`config.mk`:
```
export PLATFORM = sky130hd
export DESIGN_NAME = spi_slave_flat
export DESIGN_NICKNAME = d
export VERILOG_FILES = /design/src/rtl/spi_pkg.sv /design/src/rtl/spi_slave_if.sv /design/src/rtl/spi_sync_edge.sv /design/src/rtl/spi_slave.sv /design/src/flat_wrapper.sv
export SDC_FILE = /design/constraint.sdc
export NUM_CORES = 1
export LEC_CHECK = 0
export ABC_CLOCK_PERIOD_IN_PS = 1600
export CAP_MARGIN = 20
export CORE_ASPECT_RATIO = 1.25
export CORE_MARGIN = 2
export CORE_UTILIZATION = 46
export CTS_CLUSTER_DIAMETER = 150
export DETAILED_ROUTE_END_ITERATION = 10
export DONT_BUFFER_PORTS = 1
export GPL_TIMING_DRIVEN = 0
export PLACE_DENSITY = 0.65
export SLEW_MARGIN = 20
export SYNTH_ARGS = -nofsm -noshare
export SYNTH_HDL_FRONTEND = slang
export SYNTH_SLANG_ARGS = --single-unit
```
`constraint.sdc`:
```
create_clock -name clk -period 1.6 [get_ports clk]
set_input_delay 0.24 -clock clk [delete_from_list [all_inputs] [get_ports clk]]
set_output_delay 0.24 -clock clk [all_outputs]
set_load 0.02 [all_outputs]
```
`src/rtl/spi_pkg.sv`:
```
// Shared SPI definitions used by the slave and by the SPI master block:
// FSM state encoding, the default word width and the four CPOL/CPHA modes.
package spi_pkg;

  localparam int DEFAULT_DATA_W = 8;

  typedef enum logic {
    IDLE   = 1'b0,
    ACTIVE = 1'b1
  } spi_state_t;

  // Mode number is {cpol, cpha}
  localparam logic [1:0] SPI_MODE0 = 2'b00;
  localparam logic [1:0] SPI_MODE1 = 2'b01;
  localparam logic [1:0] SPI_MODE2 = 2'b10;
  localparam logic [1:0] SPI_MODE3 = 2'b11;

  function automatic logic mode_cpol(input logic [1:0] mode);
    return mode[1];
  endfunction

  function automatic logic mode_cpha(input logic [1:0] mode);
    return mode[0];
  endfunction

endpackage

```
`src/rtl/spi_slave_if.sv`:
```
// Local-side word interface of the SPI slave (towards a register file or FIFO).
// With SPI_SLAVE_OVERRUN_FLAG_EN defined it also carries rx_ack and overrun.
interface spi_slave_if #(
  parameter int DATA_W = spi_pkg::DEFAULT_DATA_W
);

  logic [DATA_W-1:0] tx_data;
  logic              tx_ack;
  logic [DATA_W-1:0] rx_data;
  logic              rx_valid;
  logic              busy;
`ifdef SPI_SLAVE_OVERRUN_FLAG_EN
  logic              rx_ack;
  logic              overrun;
`endif

`ifdef SPI_SLAVE_OVERRUN_FLAG_EN
  modport slave (
    input  tx_data, rx_ack,
    output tx_ack, rx_data, rx_valid, busy, overrun
  );
  modport master (
    output tx_data, rx_ack,
    input  tx_ack, rx_data, rx_valid, busy, overrun
  );
`else
  modport slave (
    input  tx_data,
    output tx_ack, rx_data, rx_valid, busy
  );
  modport master (
    output tx_data,
    input  tx_ack, rx_data, rx_valid, busy
  );
`endif

endinterface

```
`src/rtl/spi_sync_edge.sv`:
```
// Multi-flop synchronizer for an asynchronous pin followed by an edge
// detector. rst_val presets every flop to the pin's inactive level so that
// leaving reset never produces a spurious edge.
module spi_sync_edge #(
  parameter int SYNC_STAGES = 2
) (
  input  logic clk,
  input  logic rst,
  input  logic rst_val,
  input  logic din,
  output logic rise,
  output logic fall
);

  logic [SYNC_STAGES-1:0] sync;
  logic                   last;

  // Shift the pin through the synchronizer and keep a delayed copy for edges
  always_ff @(posedge clk) begin
    if (rst) begin
      sync <= {SYNC_STAGES{rst_val}};
      last <= rst_val;
    end else begin
      sync <= {sync[SYNC_STAGES-2:0], din};
      last <= sync[SYNC_STAGES-1];
    end
  end

  assign rise = sync[SYNC_STAGES-1] & ~last;
  assign fall = ~sync[SYNC_STAGES-1] & last;

endmodule

```
`src/rtl/spi_slave.sv`:
```
// SPI slave: oversampled sclk/ss_n/mosi, all four CPOL/CPHA modes, full-duplex
// MSB-first words, multi-word frames. Optional macro SPI_SLAVE_OVERRUN_FLAG_EN
// adds an rx_ack input and an overrun pulse output on the bus interface.
module spi_slave
  import spi_pkg::*;
#(
  parameter int DATA_W      = DEFAULT_DATA_W,
  parameter int SYNC_STAGES = 2
) (
  input  logic       clk,
  input  logic       rst,
  input  logic       cpol,
  input  logic       cpha,
  input  logic       sclk,
  input  logic       ss_n,
  input  logic       mosi,
  output logic       miso,
  output logic       miso_oe,
  spi_slave_if.slave bus
);

  localparam int               CNT_W    = (DATA_W > 1) ? $clog2(DATA_W) : 1;
  localparam logic [CNT_W-1:0] LAST_BIT = CNT_W'(DATA_W - 1);

  logic sclk_rise, sclk_fall, ss_rise, ss_fall;
  logic lead_edge, trail_edge, sample_edge, shift_edge;
  logic [SYNC_STAGES-1:0] mosi_sync;
  logic                   mosi_s;

  spi_state_t        state;
  logic [CNT_W-1:0]  bit_cnt;
  logic [DATA_W-1:0] rx_shift;
  logic [DATA_W-1:0] tx_shift;
  logic [DATA_W-1:0] rx_data_r;
  logic              word_done;
  logic              tx_ack_r;
  logic              rx_valid_r;
  logic              busy_r;
`ifdef SPI_SLAVE_OVERRUN_FLAG_EN
  logic              rx_pending;
  logic              overrun_r;
`endif

  spi_sync_edge #(.SYNC_STAGES(SYNC_STAGES)) u_sclk_sync (
    .clk(clk), .rst(rst), .rst_val(cpol), .din(sclk),
    .rise(sclk_rise), .fall(sclk_fall)
  );

  spi_sync_edge #(.SYNC_STAGES(SYNC_STAGES)) u_ss_sync (
    .clk(clk), .rst(rst), .rst_val(1'b1), .din(ss_n),
    .rise(ss_rise), .fall(ss_fall)
  );

  // mosi is retimed through the same depth as sclk so data and edge stay aligned
  always_ff @(posedge clk) begin
    if (rst) mosi_sync <= '0;
    else     mosi_sync <= {mosi_sync[SYNC_STAGES-2:0], mosi};
  end

  assign mosi_s      = mosi_sync[SYNC_STAGES-1];
  assign lead_edge   = cpol ? sclk_fall : sclk_rise;
  assign trail_edge  = cpol ? sclk_rise : sclk_fall;
  assign sample_edge = cpha ? trail_edge : lead_edge;
  assign shift_edge  = cpha ? lead_edge : trail_edge;

  // Frame FSM. tx_shift holds the bits not yet driven on miso; with cpha=1 the
  // whole word is kept after a load so the first lead edge re-drives the MSB.
  // A completed word is committed one clk after the wrap (word_done), and that
  // commit still happens if the frame ended on the same clk as the last bit.
  always_ff @(posedge clk) begin
    if (rst) begin
      state      <= IDLE;
      bit_cnt    <= '0;
      rx_shift   <= '0;
      tx_shift   <= '0;
      rx_data_r  <= '0;
      word_done  <= 1'b0;
      tx_ack_r   <= 1'b0;
      rx_valid_r <= 1'b0;
      busy_r     <= 1'b0;
      miso       <= 1'b0;
      miso_oe    <= 1'b0;
`ifdef SPI_SLAVE_OVERRUN_FLAG_EN
      rx_pending <= 1'b0;
      overrun_r  <= 1'b0;
`endif
    end else begin
      tx_ack_r   <= 1'b0;
      rx_valid_r <= 1'b0;
      word_done  <= 1'b0;

      if (word_done) begin
        rx_data_r  <= rx_shift;
        rx_valid_r <= 1'b1;
      end

`ifdef SPI_SLAVE_OVERRUN_FLAG_EN
      overrun_r <= 1'b0;
      if (word_done) begin
        rx_pending <= 1'b1;
        if (rx_pending) overrun_r <= 1'b1;
      end else if (bus.rx_ack) begin
        rx_pending <= 1'b0;
      end
`endif

      case (state)
        IDLE: begin
          if (ss_fall) begin
            tx_shift <= cpha ? bus.tx_data : (bus.tx_data << 1);
            tx_ack_r <= 1'b1;
            miso     <= bus.tx_data[DATA_W-1];
            busy_r   <= 1'b1;
            miso_oe  <= 1'b1;
            bit_cnt  <= '0;
            state    <= ACTIVE;
          end
        end

        ACTIVE: begin
          if (word_done && !ss_rise) begin
            tx_shift <= bus.tx_data;
            tx_ack_r <= 1'b1;
          end else if (shift_edge) begin
            miso     <= tx_shift[DATA_W-1];
            tx_shift <= tx_shift << 1;
          end

          if (sample_edge) begin
            rx_shift <= {rx_shift[DATA_W-2:0], mosi_s};
            if (bit_cnt == LAST_BIT) begin
              bit_cnt   <= '0;
              word_done <= 1'b1;
            end else begin
              bit_cnt <= bit_cnt + CNT_W'(1);
            end
          end

          if (ss_rise) begin
            state   <= IDLE;
            bit_cnt <= '0;
            busy_r  <= 1'b0;
            miso_oe <= 1'b0;
            miso    <= 1'b0;
          end
        end

        default: state <= IDLE;
      endcase
    end
  end

  assign bus.tx_ack   = tx_ack_r;
  assign bus.rx_data  = rx_data_r;
  assign bus.rx_valid = rx_valid_r;
  assign bus.busy     = busy_r;
`ifdef SPI_SLAVE_OVERRUN_FLAG_EN
  assign bus.overrun  = overrun_r;
`endif

endmodule

```
`src/flat_wrapper.sv`:
```
// flat-port wrapper written by rule: the top's interface ports become plain ports
module spi_slave_flat import spi_pkg::*;
#(
  parameter int DATA_W      = DEFAULT_DATA_W,
  parameter int SYNC_STAGES = 2
)
  (clk, rst, cpol, cpha, sclk, ss_n, mosi, miso, miso_oe, bus_tx_data, bus_tx_ack, bus_rx_data, bus_rx_valid, bus_busy);
  spi_slave_if #(.DATA_W(DATA_W)) bus_i ();
  input  logic clk;
  input  logic rst;
  input  logic cpol;
  input  logic cpha;
  input  logic sclk;
  input  logic ss_n;
  input  logic mosi;
  output logic miso;
  output logic miso_oe;
  input wire logic [$bits(bus_i.tx_data)-1:0] bus_tx_data;
  output wire logic [$bits(bus_i.tx_ack)-1:0] bus_tx_ack;
  output wire logic [$bits(bus_i.rx_data)-1:0] bus_rx_data;
  output wire logic [$bits(bus_i.rx_valid)-1:0] bus_rx_valid;
  output wire logic [$bits(bus_i.busy)-1:0] bus_busy;
  assign bus_i.tx_data = bus_tx_data;
  assign bus_tx_ack = bus_i.tx_ack;
  assign bus_rx_data = bus_i.rx_data;
  assign bus_rx_valid = bus_i.rx_valid;
  assign bus_busy = bus_i.busy;
  spi_slave #(.DATA_W(DATA_W), .SYNC_STAGES(SYNC_STAGES)) u_core (.clk(clk), .rst(rst), .cpol(cpol), .cpha(cpha), .sclk(sclk), .ss_n(ss_n), .mosi(mosi), .miso(miso), .miso_oe(miso_oe), .bus(bus_i));
endmodule
```
==> impl_metrics.json, run 1 <==
{
  "critPathArrivalTime_ps": 1630,
  "final_nets": 232,
  "yosysSeqAreaShare": 0.4319,
  "sw_frac_of_total": 0.2406,
  "slowest_stage": "dfxtp_1",
  "htreeDepth": 2,
  "grt_pass1_vias": 1362,
  "synth_cells": 209,
  "postSynthAreaPerCell_um2": 9.094,
  "clockBufferDepth": 2,
  "die_area_mm2": 0.004665,
  "hold_ws_ps": 41.92,
  "slew_viol_final": 0,
  "grt_pass1_wl_mm": 6.299,
  "wl_per_cell_um": 15.30,
  "dp_hpwl_mm": 2.862,
  "drive_gt1_frac": 0.1070,
  "chipHeight_um": 75.87,
  "n_fill_cell": 412,
  "finalSetupViolCount": 0,
  "max_slew_margin": 0.6710,
  "layout_common_cells": "41 x dfxtp_1, 23 x mux2i_1, 15 x a21oi_1",
  "finClkSkew_ps": 6.126,
  "synth_cell_types": 36,
  "rsz0062_at_grt": "no",
  "finalCritPeriodShare": 0.9208,
  "crit_path_max_incr_delay_ps": 340,
  "path_cells": "nand2b_1 -> buf_2 -> buf_4 -> a32o_1 -> a32oi_1 -> a21oi_1",
  "clock_latency_ps": 290,
  "power_density_mw_per_mm2": 1018,
  "synthesis.area_mm2": 0.001901,
  "start_util": 0.4712,
  "gp_congestion": 0.8141,
  "synth-main-ff-cell": "dfxtp_1",
  "synth_edf_count": 0,
  "layout_setup_ws_ps": 126.8,
  "cts_made_buffers": 5,
  "overflow": 0,
  "async_reset_ff_frac": 0,
  "io_buffers": 0,
  "hold_path.class": "input pin to flip-flop",
  "drt_iter0_markers": 121,
  "n_antenna_cell": 0,
  "cellInternalPower_w": 0.001607,
  "synth-seq-cells": 41,
  "status": "completed",
  "core_area_mm2": 0.004034,
  "vdd_drop_max_uv": 561.7,
  "grt_usage": 0.1863,
  "dpl.cell_count": 265,
  "via_per_inst": 5.616,
  "die-width_um": 61.49,
  "cp_max_fo": 10,
  "synthToLayoutAreaGrowth_pct": 9.348,
  "fin_util": 0.5152,
  "detail-route-antenna-nets": 0,
  "dr.pass1.iters": 4,
  "worstMarginPinSlew_ps": 493.5,
  "synth_area_leader_cell": "dfxtp_1",
  "p_seq_frac": 0.512,
  "timing.max_cap.violations": 0,
  "finalCriticalPeriod_ps": 1473,
  "ios": 28,
  "p_clk_frac": 0.375,
  "r2r_setup_slack_ps": 130,
  "synth_nets": 226,
  "via_count": 1522,
  "rows": 26,
  "power_frac_comb": 0.113,
  "yosys_warnings": 0,
  "path_class": "flip-flop to flip-flop",
  "grt_max_degree": 13,
  "clkSinkCount": 41,
  "max_freq_ghz": 0.6788,
  "drc": 0,
  "layout_commonest_cell": "dfxtp_1",
  "p_leak_nw": 0.7822,
  "dpl-instance-area_mm2": 0.001971,
  "critPathCaptureType": "flip-flop",
  "antenna_found_initial": 0,
  "path_clk_slew_ps": 80,
  "root_buffer": "clkbuf_8",
  "p_sw_w": 0.0005093,
  "cts_tree": "done",
  "final_area_mm2": 0.002078,
  "hold_violations": 0,
  "cp.required_ps": 1760,
  "synthTopCellsByArea": "dfxtp_1 43%, mux2i_1 12%, a21oi_1 3.9%",
  "totalWireLength_mm": 4.146,
  "synthDominantCellAreaShare": 0.4319,
  "start_kind": "flip-flop",
  "stdcell_count": 271,
  "dp_slack_ps": -29.21
}
==> synthesized netlist by cell type (2+ instances only) <==
cell type / number
a211o_1: 2
a21oi_1: 15
a221o_1: 5
a31oi_1: 6
buf_1: 4
buf_2: 3
buf_4: 3
buf_6: 3
clkbuf_1: 5
dfxtp_1: 41
ha_1: 2
inv_1: 6
mux2i_1: 23
nand2_1: 12
nand2b_1: 4
nand3_1: 11
nand4_1: 3
nor2_1: 12
nor2b_1: 7
nor3_1: 3
o211ai_1: 4
o21ai_0: 9
o21ai_1: 11
or2_1: 3
==> final timing paths <==
path                             from                  endpoint  cells past startpoint
max             u_core.u_ss_sync.last        u_core.tx_shift[0]                      6
min                              ss_n  u_core.u_ss_sync.sync[0]                      1
max reg2reg     u_core.u_ss_sync.last        u_core.tx_shift[0]                      6
min reg2reg  u_core.u_ss_sync.sync[0]  u_core.u_ss_sync.sync[1]                      1
==> timing repair <==
| item | CTS | global route |
|---|---|---|
| hold buffers | 0 | 0 |
| setup endpoints to repair | 7 | 14 |
| buffers inserted | 0 | 0 |
| resized for setup | 2 | 3 |
==> critical path: cells and delay by family (launching register included) <==
kind                   cells  cell delay, ps
buffers and inverters      2             360
AND/OR/NAND/NOR            1             150
AO/OA/AOI/OAI              3             500
flip-flops                 1             340
==> per-stage QoR <==
| step | power (W) | TNS (ps) |
|---|---|---|
| finish | 0.002117 | 0 |
| global route | 0.002196 | 0 |
| global placement | 0.001345 | -73.27 |
| CTS | 0.002141 | 0 |
| detailed placement | 0.001347 | -57.72 |
| floorplan | 0.001295 | 0 |
==> power groups by stage <==
stage               Combinational (W)  Clock [W]  Sequential, W
finish                       0.000238   0.000794        0.00108
global route                 0.000259   0.000849        0.00109
CTS                          0.000242   0.000817        0.00108
detailed placement           0.000241          0        0.00111
global placement             0.000240          0        0.00110
floorplan                    0.000195          0        0.00110
==> registers in the layout, summed over array words and instances, names as in the netlist, 2 cells and up <==
signal,cells
u_core.bus.rx_data,8
u_core.mosi_sync,2
u_core.u_ss_sync.sync,2
u_core.rx_shift,8
u_core.tx_shift,8
u_core.bit_cnt,3
u_core.u_sclk_sync.sync,2
==> final cells by class <==
| type | count | area (um^2) | area share |
|---|---|---|---|
| clock inverter | 2 | 35.03 | 0.01686 |
| buffer | 17 | 106.4 | 0.05117 |
| inverter | 7 | 26.28 | 0.01264 |
| clock buffer | 5 | 68.82 | 0.03311 |
| tap | 56 | 70.07 | 0.03371 |
| sequential | 41 | 820.8 | 0.3949 |
| multi-input combinational | 143 | 950.9 | 0.4576 |
==> cells by family (layout without fill, tap and decap cells) <==
kind of cell	count (synthesis)	after routing	synth area share
fa+ha+maj	2	2	0.01316
compound gates	58	58	0.1916
buf+inv	25	31	0.06912
mux	24	24	0.1284
xor+xnor	2	2	0.01712
flops	41	41	0.4319
simple gates	57	57	0.1488
==> metal layers <==
metal | vias up | routed length, um | GRT usage
met4 | 0 | 57 | 0.06383
met5 | - | 0 | 0
met2 | 33 | 2089 | 0.3251
met3 | 6 | 216 | 0.05433
met1 | 721 | 1784 | 0.2141
li1 | 762 | - | -
Power figures use the tool's default switching activity.
==> run 2: changes to the inputs <==
--- a/config.mk
+++ b/config.mk
@@ -10,12 +10,12 @@
 export CORE_ASPECT_RATIO = 1.25
 export CORE_MARGIN = 2
 export CORE_UTILIZATION = 46
-export CTS_CLUSTER_DIAMETER = 150
+export CTS_CLUSTER_DIAMETER = 60
 export DETAILED_ROUTE_END_ITERATION = 10
 export DONT_BUFFER_PORTS = 1
 export GPL_TIMING_DRIVEN = 0
 export PLACE_DENSITY = 0.65
-export SLEW_MARGIN = 20
+export REMOVE_ABC_BUFFERS = 1
 export SYNTH_ARGS = -nofsm -noshare
 export SYNTH_HDL_FRONTEND = slang
 export SYNTH_SLANG_ARGS = --single-unit
==> run 2 against run 1 <==
Worst hold slack got worse by 32 ps; via count decreased by 1.9%; sequential power about the same; clock power about the same; sequential share of layout area increased by 1.4 points; total power decreased by 1.8%; flip-flop and latch count unchanged; highest routed layer unchanged.
==> impl_metrics.json, run 2 (synthesis results as in run 1) <==
{
  "status": "completed",
  "max_freq_ghz": 0.6760,
  "ios": 28,
  "wl_per_cell_um": 15.53,
  "die_area_mm2": 0.004665,
  "drive_gt1_frac": 0.08955,
  "start_util": 0.4712,
  "critPathArrivalTime_ps": 1650,
  "vdd_drop_max_uv": 533.9,
  "finalCritPeriodShare": 0.9246,
  "dpl.cell_count": 247,
  "rr_startpoint": "u_core.u_ss_sync.last",
  "ff2ff_path_depth": 4,
  "totalWireLength_mm": 3.992,
  "max_slew_margin": 0.5652,
  "clkSinkCount": 41,
  "core_area_mm2": 0.004034,
  "cp.required_ps": 1770,
  "gp_congestion": 0.7061,
  "r2r-end": "u_core.tx_shift[2]",
  "dr.pass1.iters": 4,
  "grt_pass1_wl_mm": 6.299,
  "p_leak_nw": 0.7552,
  "detail-route-antenna-nets": 0,
  "rows": 26,
  "fin_util": 0.5025,
  "critPathCaptureType": "flip-flop",
  "stdcell_count": 257,
  "path_clk_slew_ps": 80,
  "cts_made_buffers": 5,
  "timing.max_cap.violations": 0,
  "layout_common_cells": "39 x dfxtp_1, 22 x mux2i_1, 15 x a21oi_1",
  "hold_violations": 0,
  "layout_setup_ws_ps": 120.6,
  "crit_start": "u_core.u_ss_sync.last",
  "cp_max_fo": 17,
  "io_buffers": 0,
  "final_nets": 218,
  "clock_latency_ps": 290,
  "dp_hpwl_mm": 2.422,
  "n_fill_cell": 388,
  "r2r_setup_slack_ps": 120,
  "hold-path-endpoint": "u_core.bus.rx_data[4]",
  "n_antenna_cell": 0,
  "grt_pass1_vias": 1436,
  "slew_viol_final": 0,
  "hold_depth": 1,
  "hold_path.class": "input pin to flip-flop",
  "start_kind": "flip-flop",
  "antenna_found_initial": 0,
  "via_per_inst": 5.809,
  "power_density_mw_per_mm2": 1025,
  "grt_max_degree": 43,
  "chipHeight_um": 75.87,
  "cts_tree": "done",
  "worstMarginPinSlew_ps": 639.6,
  "via_count": 1493,
  "root_buffer": "clkbuf_8",
  "path_class": "flip-flop to flip-flop",
  "power_w": 0.002078,
  "layout_commonest_cell": "dfxtp_1",
  "synthToLayoutAreaGrowth_pct": 6.649,
  "dp_slack_ps": -801.9,
  "htreeDepth": 2,
  "overflow": 0,
  "finClkSkew_ps": 8.070,
  "die-width_um": 61.49,
  "grt_usage": 0.1818,
  "finalCriticalPeriod_ps": 1479,
  "clockBufferDepth": 2,
  "rsz0062_at_grt": "no",
  "drt_iter0_markers": 93,
  "worstHoldStart": "rst",
  "drc": 0,
  "finalSetupViolCount": 0
}
run 2: cell types whose count changed in the layout (fill, tap and decap cells not counted), sizes merged:
cell	before	now
clkbuf	9	5
buf	13	1
dlygate4sd3	0	2
run 2: how the worst max path moves through the flow:
stage	to	slack [ps]	depth (start not counted)
global route	u_core.tx_shift[6]	40	4
floorplan	u_core.tx_shift[1]	-230	4
finish	u_core.tx_shift[2]	120	4
CTS	u_core.tx_shift[4]	7	4
detailed placement	u_core.tx_shift[4]	-800	4
global placement	u_core.tx_shift[6]	-680	4
run 2: metrics by stage:
stage	hold slack (ps)	setup TNS (ps)	instance area (um^2)
6_report	10.25	0	2027
5_1_grt	1.796	0	2027
4_1_cts	1.247	0	1994
3_5_place_dp	315.6	-7543	1866
3_3_place_gp	315.6	-6028	1866
2_1_floorplan	306.7	-1641	1795
run 2: area by class of cell:
| class | count | area (um^2) | area share |
|---|---|---|---|
| multi-input cells | 143 | 968.4 | 0.4778 |
| flip-flops and latches | 41 | 828.3 | 0.4086 |
| well taps | 56 | 70.07 | 0.03457 |
| clock buffers | 5 | 68.82 | 0.03395 |
| clock inverters | 2 | 35.03 | 0.01728 |
| inverters | 7 | 28.78 | 0.01420 |
| repair buffers | 3 | 27.53 | 0.01358 |
run 2: routing by layer:
layer  share of wire  global-route usage
met3           0.059             0.05093
met5               0                   0
met4           0.025              0.1064
met1            0.42              0.2054
met2            0.50              0.3006
run 2: worst max-delay path, cell delays in order, from the launching register on:
cell	delay, ps
dfxtp_1	440
nand2b_4	290
o21ai_1	130
a22o_2	350
mux2i_1	150
run 2: what timing repair did:
item / in CTS / in global routing
hold buffers: 1 / 1
setup endpoints to repair: 22 / 7
endpoints found under the hold margin: 1 / 16
buffers inserted: 0 / 1
gates resized for setup: 7 / 5
pin swaps: 1 / 1
run 2: where the power goes:
part | total (W) | internal, W | leakage, nW | switching (W)
combinational | 0.000197 | 0.0000848 | 0.366 | 0.000112
clock | 0.000792 | 0.000453 | 0.0540 | 0.000338
sequential | 0.00109 | 0.00105 | 0.335 | 0.0000380
